===== src/rtl/memwb_seq.sv =====
// MEM/WB pipeline stage sequencer: holds one instruction's payload and walks it
// through up to MAX_ACC memory accesses, with a one-cycle gap between accesses.
module memwb_seq #(
  parameter  int unsigned DATA_W  = 16,
  parameter  int unsigned CTRL_W  = 32,
  parameter  int unsigned MAX_ACC = 2,
  localparam int unsigned CNT_W   = $clog2(MAX_ACC + 1)
) (
  input  logic              clk,
  input  logic              reset,
  input  logic              advance,
  input  logic              flush,
  input  logic              valid_in,
  input  logic [CTRL_W-1:0] ctrl_in,
  input  logic [DATA_W-1:0] pc_in,
  input  logic [DATA_W-1:0] alu_in,
  input  logic [DATA_W-1:0] wdata_in,
  input  logic [2:0]        dest_in,
  input  logic [CNT_W-1:0]  acc_cnt_in,
  input  logic [MAX_ACC-1:0] rd_mask_in,
  input  logic              data_response,
  input  logic [DATA_W-1:0] mem_rdata,
  output logic              valid_out,
  output logic [CTRL_W-1:0] ctrl_out,
  output logic [DATA_W-1:0] pc_out,
  output logic [DATA_W-1:0] alu_out,
  output logic [DATA_W-1:0] wdata_out,
  output logic [2:0]        dest_out,
  output logic              mem_read,
  output logic              mem_write,
  output logic [CNT_W-1:0]  acc_idx,
  output logic [DATA_W-1:0] rdata_out,
  output logic              ready
);

  typedef enum logic [1:0] {IDLE, REQ, GAP} state_t;

  state_t             state_q, state_d;
  logic [CNT_W-1:0]   cnt_q;
  logic [MAX_ACC-1:0] rd_mask_q;
  logic [MAX_ACC-1:0] mask_sh;
  logic [CNT_W-1:0]   cnt_sat;
  logic               cur_read;
  logic               last_acc;
  logic               take;
  logic               resp;

  // Requested access count is clamped so oversize requests still terminate.
  assign cnt_sat  = (acc_cnt_in > CNT_W'(MAX_ACC)) ? CNT_W'(MAX_ACC) : acc_cnt_in;
  assign mask_sh  = rd_mask_q >> acc_idx;
  assign cur_read = mask_sh[0];
  assign last_acc = (acc_idx + CNT_W'(1)) == cnt_q;
  assign take     = (state_q == IDLE) && advance && !flush;
  assign resp     = (state_q == REQ) && data_response && !flush;

  always_comb begin
    state_d   = state_q;
    ready     = (state_q == IDLE);
    mem_read  = (state_q == REQ) && cur_read;
    mem_write = (state_q == REQ) && !cur_read;
    if (flush) begin
      state_d = IDLE;
    end else begin
      case (state_q)
        IDLE:    if (advance) state_d = (valid_in && (cnt_sat != '0)) ? REQ : IDLE;
        REQ:     if (data_response) state_d = last_acc ? IDLE : GAP;
        GAP:     state_d = REQ;
        default: state_d = IDLE;
      endcase
    end
  end

  always_ff @(posedge clk or posedge reset) begin
    if (reset) begin
      state_q   <= IDLE;
      cnt_q     <= '0;
      rd_mask_q <= '0;
      valid_out <= 1'b0;
      ctrl_out  <= '0;
      pc_out    <= '0;
      alu_out   <= '0;
      wdata_out <= '0;
      dest_out  <= '0;
      acc_idx   <= '0;
      rdata_out <= '0;
    end else begin
      state_q <= state_d;
      if (flush) begin
        valid_out <= 1'b0;
        ctrl_out  <= '0;
        acc_idx   <= '0;
      end else if (take) begin
        valid_out <= valid_in;
        ctrl_out  <= ctrl_in;
        pc_out    <= pc_in;
        alu_out   <= alu_in;
        wdata_out <= wdata_in;
        dest_out  <= dest_in;
        cnt_q     <= cnt_sat;
        rd_mask_q <= rd_mask_in;
        acc_idx   <= '0;
      end else if (resp) begin
        if (cur_read) rdata_out <= mem_rdata;
        if (!last_acc) acc_idx <= acc_idx + CNT_W'(1);
      end
    end
  end

endmodule


===== config.mk =====
export PLATFORM = sky130hd
export DESIGN_NAME = memwb_seq
export DESIGN_NICKNAME = d
export VERILOG_FILES = /design/src/rtl/memwb_seq.sv
export SDC_FILE = /design/constraint.sdc
export NUM_CORES = 1
export LEC_CHECK = 0
export CORE_MARGIN = 10
export CORE_UTILIZATION = 43
export CTS_CLUSTER_DIAMETER = 40
export DETAILED_ROUTE_END_ITERATION = 12
export GPL_ROUTABILITY_DRIVEN = 0
export PLACE_DENSITY = 0.91
export SLEW_MARGIN = 30
export SYNTH_ARGS = -nofsm -noshare
export SYNTH_HDL_FRONTEND = slang
export SYNTH_SLANG_ARGS = --single-unit

===== constraint.sdc =====
create_clock -name clk -period 6.11 [get_ports clk]
set_input_delay 0.611 -clock clk [delete_from_list [all_inputs] [get_ports clk]]
set_output_delay 0.611 -clock clk [all_outputs]
set_load 0.01 [all_outputs]

==> metrics.yaml <==
status: "finished, final reports clean"
cts_max_level: 3
cts_setup_buffers: 0
wl_um: 12500
avgSynthCellArea_um2: 16.1
worstPathMaxFanout: 7
ys_ff_latch: 108
dieWidth_um: 118
overflow: 0
antenna_cells: 0
endpoint_kind: "primary output"
critical_path_class: "flip-flop to primary output"
dr.pass1.iters: 5
synth_fp_nets: 365
grt_pass1_wl_um: 19800
r2r_end: "rdata_out[14]"
synthAdderAreaFrac_pct: 0
area_delta_synth_final_pct: 59.8
hp-start: "rd_mask_q[1]"
grt_pass1_vias: 3391
path_buf_inv: 1
rsz0062_at_grt: "no"
yosysTopAreaCell: "dfrtp_1"
cts_tree: "built"
power_mw: 1.91
fmax_mhz: 371
first_iter_violations: 122
vdd.ir_drop.worst_uv: 182
initial_core_util_pct: 44.4
yosysTopAreaCellShare_pct: 65.5
crit_top_cell: "nor2_1"
synth_top_family_by_area: "multiplexers"
rows: 35
p_leak_nw: 2.77
p_per_area_nw_per_um2: 290
rr_startpoint: "state_q[1]"
tightest_slew_ns: 0.792
hold_viol: 0
period_minus_slack_ns: 2.70
wl_per_cell_um: 20.7
fin_nets: 579
synth-simple-area-share_pct: 2.73
hp-class: "flip-flop to flip-flop"
layout-drive-gt1-share_pct: 20.2
critPathSlowestCell: "clkdlybuf4s50_1"
die_area_um2: 13900
fin_tns_setup_ns: 0
critPathMaxStageDelay_ns: 0.56
final_common_cell: "clkdlybuf4s50_1"
synthTopCellsByArea: "dfrtp_1, mux2_2, a22o_1"
root_buffer: "clkbuf_8"
critPathTopFamily: "buffers and inverters"
die_h_um: 118
syn_area_um2: 4130
maxSlewViolCount: 0
skew_ns: 0.0121
postRouteAntennaNets: 0
clk_latency_ns: 0.36
whs_endpoint: "rd_mask_q[1]"
worst_ep_arrival_time_ns: 2.09
synth-xor-area-share_pct: 0.212
dp_hpwl_um: 9600
ys_warn_count: 0
vias: 3046
synth_mux_area_share_pct: 19.6
clkTransAtPathRegs_ns: 0.11
finalSetupViolations: 0
post_cts_resized: 0
synth_cell_types: 29
most-common-layout-cells: "clkdlybuf4s50_1, dfrtp_1, mux2_2"
core_um2: 9280
antenna_found_initial: 0
worstPathCellList: "mux2i_1, nor2_1, nor2_1, clkdlybuf4s50_1"
io_buffers: 213
fill_cells: 653
slew_headroom_pct: 47.2
cap_violations: 0
cts_hold_buffers: 0
numCtsBuffers: 9
clock_sinks: 108
regToRegSetupSlack_ns: 4.07
synth_compound_area_share_pct: 8.80
cp-start-kind: "flip-flop"
hold_depth: 1
yosysSeqAreaShare_pct: 65.5
fin_crit_sh_pct: 44.2
grt_usage_pct: 17.9
vias_per_cell: 5.04
cts.path.max_buffers: 2
reg2reg_depth: 3
required_ns: 5.50
remaining_drc_errors: 0
syn_inst: 256
io_pins: 214
grt_start_max_net_pins: 64
==> Yosys cell counts (all sizes together) <==
cell type	number
dfrtp	108
a21oi	2
o21ai	2
mux2i	1
nand3b	1
nand2b	1
and2	1
or3	1
a211oi	1
a22o	33
o211a	1
buf	12
inv	3
a221oi	1
xnor2	1
clkbuf	2
mux2	71
nor2	5
or2	1
nand4bb	1
o31a	1
o21bai	1
nor3	3
nor4b	1
a21boi	1
==> area by class of cell <==
| class | instances | area (um2) | share of cell area (%) |
|---|---|---|---|
| inverters | 3 | 13.8 | 0.209 |
| clock inverters | 7 | 105 | 1.59 |
| multi-input cells | 131 | 1300 | 19.7 |
| clock buffers | 9 | 124 | 1.88 |
| flip-flops and latches | 108 | 2700 | 41.0 |
| well taps | 129 | 161 | 2.45 |
| repair buffers | 217 | 2180 | 33.1 |
==> state kept, by name, indices dropped and copies added (netlist names) <==
signal and flops:
state_q 2, rdata_out 16, dest_out 3, wdata_out 16, rd_mask_q 2, valid_out 1, cnt_q 2, pc_out 16
ctrl_out 32, acc_idx 2, alu_out 16
==> kinds of logic after synthesis <==
family          after synthesis
flops                       108
simple gates                 15
mux                          72
compound gates               43
xor+xnor                      1
buf+inv                      17
==> routing by layer <==
| metal | share of wire [%] | wire, um | GRT usage [%] | vias up |
|---|---|---|---|---|
| met4 | 1.4 | 172 | 5.26 | 0 |
| met2 | 52 | 6490 | 31.0 | 136 |
| met5 | 0 | 0 | 0 | - |
| li1 | - | - | - | 1359 |
| met1 | 39 | 4870 | 20.3 | 1538 |
| met3 | 7.8 | 970 | 6.04 | 13 |
==> through the flow <==
stage	instances	utilization, %	worst slack, ns	hold WS (ns)	instance area, um2
finish	604	71.0	3.41	0.515	6590
global route	604	71.0	3.28	0.532	6590
CTS	603	70.7	3.38	0.519	6560
detailed placement	587	68.2	3.31	0.493	6330
global placement	587	68.2	3.42	0.488	6330
floorplan	256	-	2.65	0.480	4130
==> worst max path at each step <==
stage	from	end	slack (ns)	cells past startpoint
after floorplan	reset	acc_idx[0]	2.65	1
after global placement	flush	rdata_out[4]	3.42	4
after detailed placement	flush	rdata_out[5]	3.31	4
after CTS	acc_idx[0]	mem_write	3.38	4
after global routing	acc_idx[0]	mem_write	3.28	4
final	acc_idx[0]	mem_write	3.41	4
==> power by group <==
group	switching [mW]	internal, mW
registers	0.0617	0.827
logic	0.194	0.338
clock network	0.255	0.238
Power figures use the tool's default switching activity.
